### src/rtl/gat_pkg.sv
// Shared definitions for the GAT feature readback path: readback FSM states,
// beat packing factor, BRAM read-latency bounds and the tkeep helper.
package gat_pkg;

    typedef enum logic [1:0] {
        FEAT_RD_IDLE  = 2'd0,
        FEAT_RD_READ  = 2'd1,
        FEAT_RD_DRAIN = 2'd2,
        FEAT_RD_DONE  = 2'd3
    } feat_rd_state_e;

    localparam int AXIS_DATA_W       = 32;
    localparam int AXIS_KEEP_W       = AXIS_DATA_W / 8;
    localparam int FEAT_DATA_W_DEF   = 8;

    // Supported BRAM read latencies (address cycle to data valid).
    localparam int BRAM_RD_LAT_MIN   = 1;
    localparam int BRAM_RD_LAT_MAX   = 3;

    // Features per 32-bit beat for a given feature width.
    function automatic int pack_of(input int dw);
        return AXIS_DATA_W / dw;
    endfunction

    // Default packing factor (8-bit features).
    localparam int PACK = AXIS_DATA_W / FEAT_DATA_W_DEF;

    // Byte enables for a beat whose lowest 'slots' feature slots are valid.
    function automatic logic [3:0] keep_from_slots(input int unsigned slots,
                                                   input int unsigned bytes_per_slot);
        logic [3:0] keep;
        keep = 4'b0000;
        for (int unsigned b = 0; b < 32'd4; b++) begin
            if (b < slots * bytes_per_slot) begin
                keep[b] = 1'b1;
            end else begin
                keep[b] = 1'b0;
            end
        end
        return keep;
    endfunction

endpackage

### src/rtl/gat_stream_fifo.sv
// Synchronous FIFO with occupancy count; simultaneous push and pop are
// allowed, including push while full when a pop happens in the same cycle.
// DEPTH must be a power of two so the pointers wrap naturally.
module gat_stream_fifo
    import gat_pkg::*;
#(
    parameter int WIDTH = 37,
    parameter int DEPTH = 4
)(
    input  logic                     clk,
    input  logic                     rst_n,
    input  logic                     push,
    input  logic [WIDTH-1:0]         push_data,
    input  logic                     pop,
    output logic [WIDTH-1:0]         pop_data,
    output logic                     full,
    output logic                     empty,
    output logic [$clog2(DEPTH):0]   count
);

    localparam int PTR_W = (DEPTH > 1) ? $clog2(DEPTH) : 1;
    localparam int CNT_W = $clog2(DEPTH) + 1;

    logic [WIDTH-1:0] mem_r [DEPTH];
    logic [PTR_W-1:0] wr_ptr_r;
    logic [PTR_W-1:0] rd_ptr_r;
    logic [CNT_W-1:0] count_r;
    logic             do_push_s;
    logic             do_pop_s;

    // Qualify push/pop against the current occupancy.
    always_comb begin
        do_pop_s  = pop && (count_r != CNT_W'(0));
        do_push_s = push && ((count_r != CNT_W'(DEPTH)) || do_pop_s);
    end

    // Storage, pointers and occupancy count.
    always_ff @(posedge clk or negedge rst_n) begin
        if (!rst_n) begin
            for (int i = 0; i < DEPTH; i++) begin
                mem_r[i] <= '0;
            end
            wr_ptr_r <= '0;
            rd_ptr_r <= '0;
            count_r  <= '0;
        end else begin
            if (do_push_s) begin
                mem_r[wr_ptr_r] <= push_data;
                wr_ptr_r        <= wr_ptr_r + PTR_W'(1);
            end else begin
                wr_ptr_r        <= wr_ptr_r;
            end
            if (do_pop_s) begin
                rd_ptr_r <= rd_ptr_r + PTR_W'(1);
            end else begin
                rd_ptr_r <= rd_ptr_r;
            end
            case ({do_push_s, do_pop_s})
                2'b10:   count_r <= count_r + CNT_W'(1);
                2'b01:   count_r <= count_r - CNT_W'(1);
                default: count_r <= count_r;
            endcase
        end
    end

    assign pop_data = mem_r[rd_ptr_r];
    assign full     = (count_r == CNT_W'(DEPTH));
    assign empty    = (count_r == CNT_W'(0));
    assign count    = count_r;

endmodule

### src/rtl/gat_feat_stream_reader.sv
// Drains the GAT new-feature BRAM after a layer completes and packs the
// features into 32-bit AXI-Stream beats for the output DMA.
// Optional build macro FEAT_STREAM_RELU_EN: clamp negative (signed) features
// to zero in the packer stage.
module gat_feat_stream_reader
    import gat_pkg::*;
#(
    parameter int DATA_WIDTH         = 8,
    parameter int NUM_SUBGRAPHS      = 2708,
    parameter int NUM_FEATURE_OUT    = 16,
    parameter int NEW_FEATURE_DEPTH  = NUM_SUBGRAPHS * NUM_FEATURE_OUT,
    parameter int NEW_FEATURE_ADDR_W = $clog2(NEW_FEATURE_DEPTH),
    parameter int BRAM_RD_LATENCY    = 2,
    parameter int FIFO_DEPTH         = 4
)(
    input  logic                          clk,
    input  logic                          rst_n,
    input  logic                          start,
    input  logic                          gat_ready,
    output logic                          busy,
    output logic                          done,
    output logic                          feat_bram_enb,
    output logic [NEW_FEATURE_ADDR_W+1:0] feat_bram_addrb,
    input  logic [31:0]                   feat_bram_dout,
    output logic [31:0]                   m_axis_tdata,
    output logic [3:0]                    m_axis_tkeep,
    output logic                          m_axis_tvalid,
    input  logic                          m_axis_tready,
    output logic                          m_axis_tlast,
    output logic [31:0]                   beat_cnt
);

    localparam int SLOTS      = pack_of(DATA_WIDTH);
    localparam int SLOT_BYTES = DATA_WIDTH / 8;
    localparam int LAT        = (BRAM_RD_LATENCY < BRAM_RD_LAT_MIN) ? BRAM_RD_LAT_MIN :
                                (BRAM_RD_LATENCY > BRAM_RD_LAT_MAX) ? BRAM_RD_LAT_MAX :
                                BRAM_RD_LATENCY;
    localparam int PCNT_W     = $clog2(SLOTS + 1);
    localparam int CNT_W      = $clog2(FIFO_DEPTH) + 1;
    localparam int FIFO_W     = AXIS_DATA_W + AXIS_KEEP_W + 1;
    localparam int CREDIT_MAX = SLOTS * FIFO_DEPTH;
    localparam logic [NEW_FEATURE_ADDR_W-1:0] LAST_IDX =
        NEW_FEATURE_ADDR_W'(NEW_FEATURE_DEPTH - 1);

    feat_rd_state_e                  state_r, state_s;
    logic [NEW_FEATURE_ADDR_W-1:0]   rd_idx_r;
    logic                            issue_r, issue_last_r;
    logic [NEW_FEATURE_ADDR_W+1:0]   addr_r;
    logic [LAT-1:0]                  tag_r, tag_last_r;
    logic [PCNT_W-1:0]               pack_cnt_r;
    logic [31:0]                     pack_data_r;
    logic                            busy_r, done_r;
    logic [31:0]                     beat_cnt_r;

    logic                            issue_s, start_run_s, credit_ok_s;
    logic [31:0]                     in_flight_s;
    logic                            ret_s, ret_last_s;
    logic [DATA_WIDTH-1:0]           feat_s;
    logic [31:0]                     merged_s;
    logic                            push_s, pop_s;
    logic [FIFO_W-1:0]               push_data_s, head_s;
    logic                            empty_s, full_s;
    logic [CNT_W-1:0]                fifo_count_s;

    generate
        if (DATA_WIDTH < 32) begin : g_dout_hi
            logic unused_dout_hi;
            assign unused_dout_hi = ^feat_bram_dout[31:DATA_WIDTH];
        end
    endgenerate

    // Credit check: everything issued, being packed or queued must fit the FIFO.
    always_comb begin
        in_flight_s = 32'(issue_r);
        for (int i = 0; i < LAT; i++) begin
            in_flight_s = in_flight_s + 32'(tag_r[i]);
        end
        credit_ok_s = (in_flight_s + 32'(pack_cnt_r) + 32'(SLOTS) * 32'(fifo_count_s))
                      < 32'(CREDIT_MAX);
    end

    // Readback FSM next-state and issue decision.
    always_comb begin
        state_s     = state_r;
        issue_s     = 1'b0;
        start_run_s = 1'b0;
        case (state_r)
            FEAT_RD_IDLE: begin
                if (start && gat_ready) begin
                    state_s     = FEAT_RD_READ;
                    start_run_s = 1'b1;
                end else begin
                    state_s     = FEAT_RD_IDLE;
                end
            end
            FEAT_RD_READ: begin
                if (credit_ok_s) begin
                    issue_s = 1'b1;
                    if (rd_idx_r == LAST_IDX) begin
                        state_s = FEAT_RD_DRAIN;
                    end else begin
                        state_s = FEAT_RD_READ;
                    end
                end else begin
                    state_s = FEAT_RD_READ;
                end
            end
            FEAT_RD_DRAIN: begin
                if (!issue_r && (tag_r == '0) && (pack_cnt_r == '0) && empty_s) begin
                    state_s = FEAT_RD_DONE;
                end else begin
                    state_s = FEAT_RD_DRAIN;
                end
            end
            FEAT_RD_DONE: begin
                state_s = FEAT_RD_IDLE;
            end
            default: begin
                state_s = FEAT_RD_IDLE;
            end
        endcase
    end

    // State register plus registered busy/done status.
    always_ff @(posedge clk or negedge rst_n) begin
        if (!rst_n) begin
            state_r <= FEAT_RD_IDLE;
            busy_r  <= 1'b0;
            done_r  <= 1'b0;
        end else begin
            state_r <= state_s;
            busy_r  <= (state_s == FEAT_RD_READ) || (state_s == FEAT_RD_DRAIN);
            done_r  <= (state_s == FEAT_RD_DONE);
        end
    end

    // Registered BRAM read port and the valid/last tags riding with each read.
    always_ff @(posedge clk or negedge rst_n) begin
        if (!rst_n) begin
            rd_idx_r     <= '0;
            issue_r      <= 1'b0;
            issue_last_r <= 1'b0;
            addr_r       <= '0;
            tag_r        <= '0;
            tag_last_r   <= '0;
        end else begin
            issue_r      <= issue_s;
            issue_last_r <= issue_s && (rd_idx_r == LAST_IDX);
            tag_r        <= (tag_r << 1) | LAT'(issue_r);
            tag_last_r   <= (tag_last_r << 1) | LAT'(issue_last_r);
            if (issue_s) begin
                addr_r <= {rd_idx_r, 2'b00};
            end else begin
                addr_r <= addr_r;
            end
            if (start_run_s) begin
                rd_idx_r <= '0;
            end else if (issue_s) begin
                rd_idx_r <= rd_idx_r + NEW_FEATURE_ADDR_W'(1);
            end else begin
                rd_idx_r <= rd_idx_r;
            end
        end
    end

    // Returned feature (optionally clamped) merged into the beat under construction.
    always_comb begin
        ret_s      = tag_r[LAT-1];
        ret_last_s = tag_last_r[LAT-1];
        feat_s     = feat_bram_dout[DATA_WIDTH-1:0];
`ifdef FEAT_STREAM_RELU_EN
        if (feat_s[DATA_WIDTH-1]) begin
            feat_s = '0;
        end else begin
            feat_s = feat_bram_dout[DATA_WIDTH-1:0];
        end
`endif
        merged_s    = pack_data_r | (32'(feat_s) << (DATA_WIDTH * 32'(pack_cnt_r)));
        push_s      = ret_s && ((pack_cnt_r == PCNT_W'(SLOTS - 1)) || ret_last_s);
        push_data_s = {merged_s,
                       keep_from_slots(32'(pack_cnt_r) + 32'd1, 32'(SLOT_BYTES)),
                       ret_last_s};
        pop_s       = !empty_s && m_axis_tready;
    end

    // Packer slot counter and partial beat accumulator.
    always_ff @(posedge clk or negedge rst_n) begin
        if (!rst_n) begin
            pack_cnt_r  <= '0;
            pack_data_r <= '0;
        end else if (start_run_s || push_s) begin
            pack_cnt_r  <= '0;
            pack_data_r <= '0;
        end else if (ret_s) begin
            pack_cnt_r  <= pack_cnt_r + PCNT_W'(1);
            pack_data_r <= merged_s;
        end else begin
            pack_cnt_r  <= pack_cnt_r;
            pack_data_r <= pack_data_r;
        end
    end

    // Count of beats accepted downstream in the current run.
    always_ff @(posedge clk or negedge rst_n) begin
        if (!rst_n) begin
            beat_cnt_r <= 32'd0;
        end else if (start_run_s) begin
            beat_cnt_r <= 32'd0;
        end else if (pop_s) begin
            beat_cnt_r <= beat_cnt_r + 32'd1;
        end else begin
            beat_cnt_r <= beat_cnt_r;
        end
    end

    gat_stream_fifo #(
        .WIDTH (FIFO_W),
        .DEPTH (FIFO_DEPTH)
    ) u_fifo (
        .clk       (clk),
        .rst_n     (rst_n),
        .push      (push_s),
        .push_data (push_data_s),
        .pop       (pop_s),
        .pop_data  (head_s),
        .full      (full_s),
        .empty     (empty_s),
        .count     (fifo_count_s)
    );

    logic unused_full;
    assign unused_full = full_s;

    assign busy            = busy_r;
    assign done            = done_r;
    assign feat_bram_enb   = issue_r;
    assign feat_bram_addrb = addr_r;
    assign m_axis_tvalid   = !empty_s;
    assign m_axis_tdata    = head_s[FIFO_W-1 -: 32];
    assign m_axis_tkeep    = head_s[4:1];
    assign m_axis_tlast    = head_s[0];
    assign beat_cnt        = beat_cnt_r;

endmodule

### config.mk
export PLATFORM = sky130hd
export DESIGN_NAME = gat_feat_stream_reader
export DESIGN_NICKNAME = d
export VERILOG_FILES = /design/src/rtl/gat_pkg.sv /design/src/rtl/gat_stream_fifo.sv /design/src/rtl/gat_feat_stream_reader.sv
export SDC_FILE = /design/constraint.sdc
export NUM_CORES = 1
export LEC_CHECK = 0
export CAP_MARGIN = 10
export CORE_UTILIZATION = 35
export DETAILED_ROUTE_END_ITERATION = 10
export PLACE_DENSITY = 0.64
export REMOVE_ABC_BUFFERS = 1
export SYNTH_ARGS = -nofsm -noshare
export SYNTH_HDL_FRONTEND = slang
export SYNTH_SLANG_ARGS = --single-unit
### constraint.sdc
create_clock -name clk -period 5.3 [get_ports clk]
set_clock_uncertainty 0.15 [all_clocks]
set_input_delay 0.795 -clock clk [delete_from_list [all_inputs] [get_ports clk]]
set_output_delay 0.795 -clock clk [all_outputs]
set_load 0.05 [all_outputs]
==> results of run 1 <==
## worst max-delay path, stage by stage (launching register included)
cell and delay (ps):
sky130_fd_sc_hd__dfrtp_2 820, sky130_fd_sc_hd__buf_4 400, sky130_fd_sc_hd__mux4_2 580, sky130_fd_sc_hd__clkdlybuf4s50_1 720
## power groups by stage
stage	clock, uW	combinational (uW)	sequential (uW)
after floorplan	0	2580	3480
after global placement	0	4010	3270
after detailed placement	0	4080	3300
after CTS	1910	4100	3270
after global routing	1990	4370	3390
final	1850	4050	3270
## cell usage in the layout (no fill, tap or decap), drive strengths merged, types with 5 or more instances in the layout
master         instances
mux2i                  9
o311ai                 6
nor2                 158
nand4                 10
or4                   13
o21ai                 26
buf                   13
or3                   10
nand2                 71
mux4                  37
ha                    15
and3                   6
clkdlybuf4s50        100
nor4                   8
clkbuf                44
a21oi                213
o31ai                 12
dfrtp                264
inv                   20
nand3                 26
xnor2                  8
xor2                   7
clkinv                 5
and4                   6
o41ai                  6
or2                   11
mux2                  23
## stage by stage
step / area, um^2 / hold WS [ps] / total power [uW] / cells
6_report: 14000 / 197 / 9170 / 1611
2_1_floorplan: 11300 / 181 / 6060 / 1007
3_5_place_dp: 13100 / 185 / 7380 / 1562
5_1_grt: 14000 / 207 / 9750 / 1611
4_1_cts: 14000 / 198 / 9280 / 1611
3_3_place_gp: 13100 / 185 / 7290 / 1562
## logic make-up (layout without fill, tap and decap cells)
| logic type | Yosys count | count (layout) | synth area share (%) |
|---|---|---|---|
| buf+inv | 84 | 182 | 2.83 |
| mux | 69 | 69 | 10.2 |
| simple gates | 342 | 342 | 13.9 |
| flops | 264 | 264 | 57.0 |
| other cells | 1 | 2 | 0.0323 |
| compound gates | 278 | 278 | 13.0 |
| fa+ha+maj | 17 | 17 | 1.96 |
| xor+xnor | 15 | 15 | 1.13 |
## worst max-delay path by stage
stage	from	to	cells past startpoint
after CTS	u_fifo.rd_ptr_r[0]	m_axis_tdata[19]	3
after global routing	u_fifo.rd_ptr_r[0]	m_axis_tdata[19]	3
after floorplan	pack_cnt_r[1]	u_fifo.mem_r[37]	5
final	u_fifo.rd_ptr_r[0]	m_axis_tdata[19]	3
after detailed placement	m_axis_tready	u_fifo.count[2]	10
after global placement	m_axis_tready	u_fifo.count[2]	10
## layout make-up
type	count	area, um^2
sequential	264	6610
fill	3102	18500
clock buffer	44	842
multi-input combinational	723	4730
clock inverter	5	25.0
timing repair buffer	113	1170
tap	442	553
inverter	20	75.1
## metal layers
layer / track usage [%] / routed length, um
met3: 3.59 / 1430
met2: 26.6 / 12900
met5: 0 / 0
met1: 23.3 / 12600
met4: 3.07 / 391
## flip-flops by register name (all words and copies together), names as in the netlist, 2 cells and up
signal and cells:
beat_cnt 32, feat_bram_addrb 16, pack_cnt_r 3, pack_data_r 32, rd_idx_r 16, state_r 2, tag_last_r 2, tag_r 2
u_fifo.count 3, u_fifo.mem_r 148, u_fifo.rd_ptr_r 2, u_fifo.wr_ptr_r 2
==> reports/qor.json, run 1 <==
{
  "outcome": {"value": "complete, no violations"},
  "routedWlPerCell": {"value": 17.0, "unit": "um"},
  "holdPathEnd": {"value": "tag_last_r[1]"},
  "cts_post_setup_buffers_inserted": {"value": 0},
  "worst_case_headroom_to_the_max_slew_limit": {"value": 18.6, "unit": "%"},
  "via_per_inst": {"value": 5.23},
  "clock_insertion_delay_at_the_later_pin_of_the_skew_report": {"value": 530, "unit": "ps"},
  "timing_worst_slew_pin_value": {"value": 1210, "unit": "ps"},
  "power_density": {"value": 655, "unit": "nW/um^2"},
  "dieArea": {"value": 33900, "unit": "um^2"},
  "syn_area": {"value": 11600, "unit": "um^2"},
  "critPathArrivalTime": {"value": 3060, "unit": "ps"},
  "routed_wl": {"value": 27300, "unit": "um"},
  "cts_tree": {"value": "yes"},
  "timing.rr.start": {"value": "pack_cnt_r[0]"},
  "rsz0062_at_grt": {"value": "false"},
  "grt_util_all_layers": {"value": 16.6, "unit": "%"},
  "synth.area.top_cells": {"value": "sky130_fd_sc_hd__dfrtp_1 57%, sky130_fd_sc_hd__a21oi_1 9.2%, sky130_fd_sc_hd__mux4_2 7.2%, sky130_fd_sc_hd__nor2_1 5.1%, sky130_fd_sc_hd__nand2_1 2.3%"},
  "num_vias": {"value": 8423},
  "initial_antenna_violation_count": {"value": 0},
  "drtPass1Iterations": {"value": 5},
  "cts-resized-gates": {"value": 0},
  "area_growth_from_synthesis_to_layout": {"value": 20.7, "unit": "%"},
  "worst-path-max-fanout": {"value": 20},
  "holdCritStartpoint": {"value": "tag_last_r[0]"},
  "core.rowCount": {"value": 66},
  "timing.final.hold_violations": {"value": 0},
  "fin_ws": {"value": 1300, "unit": "ps"},
  "synth.yosys.seq_area_share": {"value": 57.0, "unit": "%"},
  "cap_viol_max_count": {"value": 0},
  "number_of_instances_in_the_synthesized_netlist": {"value": 1070},
  "critical_path.reg2reg.endpoint": {"value": "busy"},
  "worst_ir_drop_vdd": {"value": 0.000358, "unit": "V"},
  "finalNetCount": {"value": 1204},
  "first_global_vias": {"value": 8352},
  "crit_path_required_time": {"value": 4360, "unit": "ps"},
  "most_frequent_cells_after_synthesis": {"value": "264 x sky130_fd_sc_hd__dfrtp_1, 213 x sky130_fd_sc_hd__a21oi_1, 158 x sky130_fd_sc_hd__nor2_1"},
  "numClockSinks": {"value": 264},
  "final_antenna_net_count": {"value": 0},
  "leakage": {"value": 0.00592, "unit": "uW"},
  "hold_path_class": {"value": "register to register"},
  "floorplan.io_pins": {"value": 128},
  "max_clock_freq": {"value": 250, "unit": "MHz"},
  "n_antenna_cell": {"value": 0},
  "cp-end-kind": {"value": "output pin"},
  "pwr-share-comb": {"value": 44.2, "unit": "%"},
  "worst-setup-path-type": {"value": "register to output pin"},
  "fin_util": {"value": 43.0, "unit": "%"},
  "cts_hold_buf": {"value": 0},
  "core-area": {"value": 32500, "unit": "um^2"},
  "cts_root_buffer": {"value": "sky130_fd_sc_hd__clkbuf_16"},
  "yosysMostFrequentCell": {"value": "sky130_fd_sc_hd__dfrtp_1"},
  "postSynthRegisterBits": {"value": 264},
  "reg2reg_setup_slack": {"value": 1590, "unit": "ps"},
  "synth-edff-count": {"value": 0},
  "finalWorstPathRequiredPeriod": {"value": 4000, "unit": "ps"},
  "pin_count_of_the_biggest_net_entering_global_routing": {"value": 137},
  "first_pass_grt_wire_length": {"value": 45000, "unit": "um"},
  "cellInternalPower": {"value": 5360, "unit": "uW"},
  "worstRegToRegCells": {"value": 9},
  "yosys_warnings": {"value": 0},
  "clock_power_share": {"value": 20.2, "unit": "%"},
  "dp.final_hpwl": {"value": 16600, "unit": "um"},
  "dieHeight": {"value": 184, "unit": "um"},
  "yosys_most_used_dff": {"value": "sky130_fd_sc_hd__dfrtp_1"},
  "tns": {"value": 0, "unit": "ps"},
  "power.sequential.fraction": {"value": 35.6, "unit": "%"},
  "netSwitchingFraction": {"value": 41.6, "unit": "%"},
  "synthDominantCellAreaShare": {"value": 57.0, "unit": "%"},
  "die-width": {"value": 184, "unit": "um"},
  "numPortBuffers": {"value": 101},
  "power.net_switching": {"value": 3820, "unit": "uW"},
  "cts.reportedPaths.clkPinSlew": {"value": 60, "unit": "ps"},
  "initial_utilization": {"value": 35.6, "unit": "%"},
  "gr-total-overflow": {"value": 0},
  "globalplace.congestion": {"value": 0.744},
  "worstSetupStartpointType": {"value": "register"},
  "cts_max_level": {"value": 1},
  "numCtsBuffers": {"value": 28},
  "share_of_final_layout_standard_cells_stronger_than_drive_strength_1": {"value": 11.8, "unit": "%"},
  "synth_area_leader_cell": {"value": "sky130_fd_sc_hd__dfrtp_1"},
  "final.period_utilization": {"value": 75.5, "unit": "%"},
  "min_path_cells": {"value": 0},
  "post_synth.cell_area_avg": {"value": 10.8, "unit": "um^2"},
  "drtIter0Drc": {"value": 530},
  "pre_cts_ws": {"value": 1400, "unit": "ps"},
  "finalSetupViolCount": {"value": 0},
  "synthArstFlopShare": {"value": 100, "unit": "%"},
  "remaining_drc_errors": {"value": 0},
  "slew_violations": {"value": 0},
  "netlist-cell-type-count": {"value": 50},
  "ctsLongestPathBuffers": {"value": 3}
}
(Power assumes the default switching activity.)
==> run 2, diff against run 1 <==
- clock period: 5.3 -> 4.2 ns (I/O delays scaled with it)
==> run 2 against run 1 <==
The run now ends with hold timing left. Sequential cell count unchanged. Sequential share of layout area fell by 0.37 points. Non-clock buffer count is 9 higher. Sequential power rose by 24%. Wire length increased by 0.40%. Setup slack worse by 550 ps.
==> reports/qor.json, run 2 (synthesis results as in run 1) <==
{
  "outcome": {"value": "finished with violations"},
  "violated_checks": {"value": "hold timing"},
  "fin_util": {"value": 43.4, "unit": "%"},
  "nFillCells": {"value": 3070},
  "cap_viol_max_count": {"value": 0},
  "fin_cells": {"value": 1620},
  "largest_register": {"value": "u_fifo.mem_r"},
  "timing_worst_slew_pin_value": {"value": 1140, "unit": "ps"},
  "dieArea": {"value": 33900, "unit": "um^2"},
  "critical_path.n_buffers_inverters": {"value": 2},
  "worst_ir_drop_vdd": {"value": 0.000465, "unit": "V"},
  "max_clock_freq": {"value": 290, "unit": "MHz"},
  "worst-setup-path-type": {"value": "register to output pin"},
  "remaining_drc_errors": {"value": 0},
  "cts_tree": {"value": "yes"},
  "drtPass1Iterations": {"value": 4},
  "routed_wl": {"value": 27400, "unit": "um"},
  "floorplan.io_pins": {"value": 128},
  "core.rowCount": {"value": 66},
  "area_growth_from_synthesis_to_layout": {"value": 21.7, "unit": "%"},
  "cp-end-kind": {"value": "output pin"},
  "leakage": {"value": 0.00599, "unit": "uW"},
  "hold_path_class": {"value": "input pin to async pin"},
  "num_vias": {"value": 8369},
  "finalNetCount": {"value": 1212},
  "rsz0062_at_grt": {"value": "false"},
  "initial_utilization": {"value": 35.6, "unit": "%"},
  "globalplace.congestion": {"value": 0.736},
  "routedWlPerCell": {"value": 16.9, "unit": "um"},
  "first_global_vias": {"value": 8452},
  "report.power.total": {"value": 11700, "unit": "uW"},
  "ctsLongestPathBuffers": {"value": 3},
  "cts_max_level": {"value": 1},
  "pre_cts_ws": {"value": 964, "unit": "ps"},
  "n_antenna_cell": {"value": 0},
  "first_pass_grt_wire_length": {"value": 45500, "unit": "um"},
  "numClockSinks": {"value": 264},
  "critPathArrivalTime": {"value": 2670, "unit": "ps"},
  "cts_root_buffer": {"value": "sky130_fd_sc_hd__clkbuf_16"},
  "dieHeight": {"value": 184, "unit": "um"},
  "tns": {"value": 0, "unit": "ps"},
  "worst_case_headroom_to_the_max_slew_limit": {"value": 22.9, "unit": "%"},
  "number_of_placed_instances_with_taps_included": {"value": 1571},
  "drtIter0Drc": {"value": 515},
  "worst-path-max-fanout": {"value": 12},
  "dp.final_hpwl": {"value": 16900, "unit": "um"},
  "worst_path_largest_cell_delay": {"value": 720, "unit": "ps"},
  "finalWorstPathRequiredPeriod": {"value": 3450, "unit": "ps"},
  "area.sequential": {"value": 6610, "unit": "um^2"},
  "cp_slowest_cell": {"value": "sky130_fd_sc_hd__clkdlybuf4s50_1"},
  "layout.cells.most_common_list": {"value": "263 x sky130_fd_sc_hd__dfrtp_1, 213 x sky130_fd_sc_hd__a21oi_1, 157 x sky130_fd_sc_hd__nor2_1"},
  "via_per_inst": {"value": 5.17},
  "critical-path-top-delay-family": {"value": "buffers and inverters"},
  "numPortBuffers": {"value": 101},
  "cts.reportedPaths.clkPinSlew": {"value": 60, "unit": "ps"},
  "pin_count_of_the_biggest_net_entering_global_routing": {"value": 120},
  "timing.final.hold_violations": {"value": 10},
  "gr-total-overflow": {"value": 0},
  "fin_ws": {"value": 749, "unit": "ps"},
  "initial_antenna_violation_count": {"value": 0},
  "share_of_final_layout_standard_cells_stronger_than_drive_strength_1": {"value": 13.1, "unit": "%"},
  "cts_post_setup_buffers_inserted": {"value": 0},
  "holdWs": {"value": -15.6, "unit": "ps"},
  "cp_cell_sequence": {"value": "buf_4 -> mux4_2 -> clkdlybuf4s50_1"},
  "clock_insertion_delay_at_the_later_pin_of_the_skew_report": {"value": 530, "unit": "ps"},
  "power_density": {"value": 831, "unit": "nW/um^2"},
  "numCtsBuffers": {"value": 27},
  "slew_violations": {"value": 0},
  "crit_path_required_time": {"value": 3420, "unit": "ps"},
  "final_antenna_net_count": {"value": 0},
  "core-area": {"value": 32500, "unit": "um^2"},
  "cts_hold_buf": {"value": 0},
  "finalSetupViolCount": {"value": 0},
  "final.period_utilization": {"value": 82.2, "unit": "%"},
  "grt_util_all_layers": {"value": 16.8, "unit": "%"},
  "die-width": {"value": 184, "unit": "um"},
  "cts-resized-gates": {"value": 0},
  "largest_register_ff_count": {"value": 148},
  "layout_commonest_cell": {"value": "sky130_fd_sc_hd__dfrtp_1"},
  "worstSetupStartpointType": {"value": "register"},
  "multiInputGateArea": {"value": 4730, "unit": "um^2"}
}
[run 2: cell types whose count changed in the layout (fill, tap and decap cells not counted), moves of 2 or more]
cell	change
sky130_fd_sc_hd__clkbuf_8	+4
sky130_fd_sc_hd__bufinv_16	+2
sky130_fd_sc_hd__clkbuf_16	-2
sky130_fd_sc_hd__buf_4	+10
sky130_fd_sc_hd__clkbuf_1	-7
[run 2: report_power, final]
part	internal, uW	switching, uW
clock network	1470	982
registers	3460	614
logic	1970	3230
[run 2: worst register-to-register path: stages, from the launching register on]
cell and delay, ps:
sky130_fd_sc_hd__dfrtp_1 500, sky130_fd_sc_hd__inv_1 180, sky130_fd_sc_hd__fa_1 380, sky130_fd_sc_hd__inv_1 70
sky130_fd_sc_hd__ha_1 110, sky130_fd_sc_hd__nand3b_1 120, sky130_fd_sc_hd__o21ai_0 910, sky130_fd_sc_hd__nor4_1 200
sky130_fd_sc_hd__o221ai_1 240, sky130_fd_sc_hd__ha_1 260
[run 2: worst paths after layout]
check,slack [ps],start,endpoint,cells past startpoint
worst max register to register,960,pack_cnt_r[0],busy,9
worst min-delay path,-20,rst_n,beat_cnt[0],1
max in group asynchronous,2870,rst_n,u_fifo.mem_r[81],2
worst min register to register,200,issue_last_r,tag_last_r[0],0
min in group clk,200,issue_last_r,tag_last_r[0],0
worst max-delay path,750,u_fifo.rd_ptr_r[0],m_axis_tdata[29],3
[run 2: final cells by class]
class,count,share of cell area (%)
flip-flops and latches,264,46.8
multi-input cells,723,33.5
clock buffers,39,5.82
clock inverters,10,0.754
repair buffers,122,8.67
well taps,442,3.92
inverters,20,0.532
[run 2: routing by layer]
layer  up-vias  track usage (%)  share of wire [%]
met1      4158             23.7                 46
met5         -                0                  0
met2       179             26.8                 46
li1       3996                -                  -
met4         0             3.17                1.5
met3        36             3.55                5.6
[run 2: metrics by stage]
step | instance area [um^2] | hold slack (ps)
final | 14100 | -15.6
after global routing | 14100 | 79.3
after CTS | 14100 | 73.2
after detailed placement | 13200 | 189
after global placement | 13200 | 186
after floorplan | 11300 | 181
==> run 3, diff against run 2 <==
- clock period: 4.2 -> 3.5 ns (I/O delays scaled with it)
==> run 3 against run 2 <==
Final area about the same. The flow now finishes without violations. Setup slack got worse by 250 ps. Highest routed layer unchanged. Critical path type is now register to register. Register-to-register slack got worse by 460 ps. Wire length decreased by 0.29%.
==> reports/qor.json, run 3 (synthesis results as in run 1) <==
{
  "outcome": {"value": "complete, no violations"},
  "critical_path.reg2reg.endpoint": {"value": "busy"},
  "cap_viol_max_count": {"value": 0},
  "drtPass1Iterations": {"value": 5},
  "worstSetupStartpointType": {"value": "register"},
  "initial_utilization": {"value": 35.6, "unit": "%"},
  "reg2reg_setup_slack": {"value": 500, "unit": "ps"},
  "power_density": {"value": 1000, "unit": "nW/um^2"},
  "worst-path-max-fanout": {"value": 8},
  "holdWs": {"value": 199, "unit": "ps"},
  "worst_setup_path_startpoint": {"value": "pack_cnt_r[0]"},
  "min_path_cells": {"value": 0},
  "timing_worst_slew_pin_value": {"value": 1040, "unit": "ps"},
  "critPathArrivalTime": {"value": 3280, "unit": "ps"},
  "share_of_final_layout_standard_cells_stronger_than_drive_strength_1": {"value": 16.4, "unit": "%"},
  "floorplan.io_pins": {"value": 128},
  "cp_cell_sequence": {"value": "inv_1 -> fa_1 -> inv_1 -> ha_1 -> a311oi_1 -> o21a_1 -> nand2_1 -> o41ai_1 -> ha_1"},
  "globalplace.congestion": {"value": 0.764},
  "grt_util_all_layers": {"value": 16.7, "unit": "%"},
  "die-width": {"value": 184, "unit": "um"},
  "number_of_placed_instances_with_taps_included": {"value": 1577},
  "remaining_drc_errors": {"value": 0},
  "via_per_inst": {"value": 5.19},
  "crit_path_required_time": {"value": 3770, "unit": "ps"},
  "num_vias": {"value": 8466},
  "finalWorstPathRequiredPeriod": {"value": 3000, "unit": "ps"},
  "area_growth_from_synthesis_to_layout": {"value": 21.8, "unit": "%"},
  "final.period_utilization": {"value": 85.8, "unit": "%"},
  "nFillCells": {"value": 3116},
  "ctsLongestPathBuffers": {"value": 3},
  "final_antenna_net_count": {"value": 0},
  "cts_post_setup_buffers_inserted": {"value": 0},
  "fin_util": {"value": 43.4, "unit": "%"},
  "finalNetCount": {"value": 1220},
  "n_antenna_cell": {"value": 0},
  "layout_commonest_cell": {"value": "sky130_fd_sc_hd__dfrtp_1"},
  "first_global_vias": {"value": 8351},
  "cp_slowest_cell": {"value": "sky130_fd_sc_hd__o41ai_1"},
  "clock_insertion_delay_at_the_later_pin_of_the_skew_report": {"value": 540, "unit": "ps"},
  "leakage": {"value": 0.00612, "unit": "uW"},
  "worst_ir_drop_vdd": {"value": 0.000541, "unit": "V"},
  "slew_violations": {"value": 0},
  "fin_cells": {"value": 1630},
  "worst_case_headroom_to_the_max_slew_limit": {"value": 30.2, "unit": "%"},
  "cts_max_level": {"value": 1},
  "numCtsBuffers": {"value": 28},
  "cts_tree": {"value": "yes"},
  "gr-total-overflow": {"value": 0},
  "report.power.total": {"value": 14200, "unit": "uW"},
  "routed_wl": {"value": 27400, "unit": "um"},
  "pin_count_of_the_biggest_net_entering_global_routing": {"value": 80},
  "worst-setup-path-type": {"value": "register to register"},
  "dp.final_hpwl": {"value": 17100, "unit": "um"},
  "cts.reportedPaths.clkPinSlew": {"value": 60, "unit": "ps"},
  "cp-end-kind": {"value": "register"},
  "max_clock_freq": {"value": 333, "unit": "MHz"},
  "last_element_of_the_critical_path": {"value": "busy"},
  "timing.rr.start": {"value": "pack_cnt_r[0]"},
  "initial_antenna_violation_count": {"value": 0},
  "dieHeight": {"value": 184, "unit": "um"},
  "finalSetupViolCount": {"value": 0},
  "drtIter0Drc": {"value": 543},
  "timing.final.hold_violations": {"value": 0},
  "layout.cells.most_common_list": {"value": "263 x sky130_fd_sc_hd__dfrtp_1, 213 x sky130_fd_sc_hd__a21oi_1, 157 x sky130_fd_sc_hd__nor2_1"},
  "cts_root_buffer": {"value": "sky130_fd_sc_hd__clkbuf_16"},
  "routedWlPerCell": {"value": 16.8, "unit": "um"},
  "dieArea": {"value": 33900, "unit": "um^2"},
  "largest_register_ff_count": {"value": 148},
  "worst_path_largest_cell_delay": {"value": 510, "unit": "ps"},
  "largest_register": {"value": "u_fifo.mem_r"},
  "numPortBuffers": {"value": 101},
  "core-area": {"value": 32500, "unit": "um^2"},
  "numClockSinks": {"value": 264},
  "rsz0062_at_grt": {"value": "false"},
  "worstRegToRegCells": {"value": 9},
  "core.rowCount": {"value": 66},
  "hold_path_class": {"value": "register to register"},
  "first_pass_grt_wire_length": {"value": 45100, "unit": "um"}
}
[run 3: worst min-delay path by stage]
| stage | start | end | slack (ps) |
|---|---|---|---|
| floorplan | rst_n | beat_cnt[0] | 80 |
| global placement | tag_last_r[0] | tag_last_r[1] | 180 |
| detailed placement | tag_last_r[0] | tag_last_r[1] | 190 |
| CTS | tag_last_r[0] | tag_last_r[1] | 200 |
| global route | tag_last_r[0] | tag_last_r[1] | 220 |
| finish | tag_last_r[0] | tag_last_r[1] | 200 |
[run 3: metal layers]
| layer | part of all wire (%) | track usage [%] |
|---|---|---|
| met1 | 44 | 22.9 |
| met2 | 47 | 26.9 |
| met3 | 7.2 | 3.80 |
| met4 | 1.6 | 3.17 |
| met5 | 0 | 0 |
[run 3: layout make-up]
type,count,area [um^2],share of cell area (%)
Clock inverter,13,180,1.28
Tap cell,442,553,3.92
Timing Repair Buffer,129,1190,8.40
Sequential cell,264,6610,46.8
Multi-Input combinational cell,723,4710,33.4
Inverter,20,75.1,0.531
Clock buffer,39,812,5.75
[run 3: through the flow]
stage	TNS, ps	area (um^2)	worst slack, ps
floorplan	-372890	11300	-2220
global placement	0	13100	566
detailed placement	0	13100	538
CTS	0	14100	503
global route	0	14100	278
finish	0	14100	498
[run 3: timing repair]
item / in CTS / in global routing
gates resized for setup: 0 / 0
hold endpoints to repair: 75 / 0
hold buffers: 1 / 0
[run 3: report_power, final]
group	internal, uW	switching [uW]
combinational	2260	3900
clock	1910	1210
sequential	4150	718
[run 3: critical path, delay by kind of cell (launching register included)]
| family | cells | cell delay, ps |
|---|---|---|
| AO/OA/AOI/OAI | 3 | 1270 |
| adder cells (fa/ha/maj) | 3 | 690 |
| flip-flops | 1 | 460 |
| buffers and inverters | 2 | 220 |
| AND/OR/NAND/NOR | 1 | 120 |
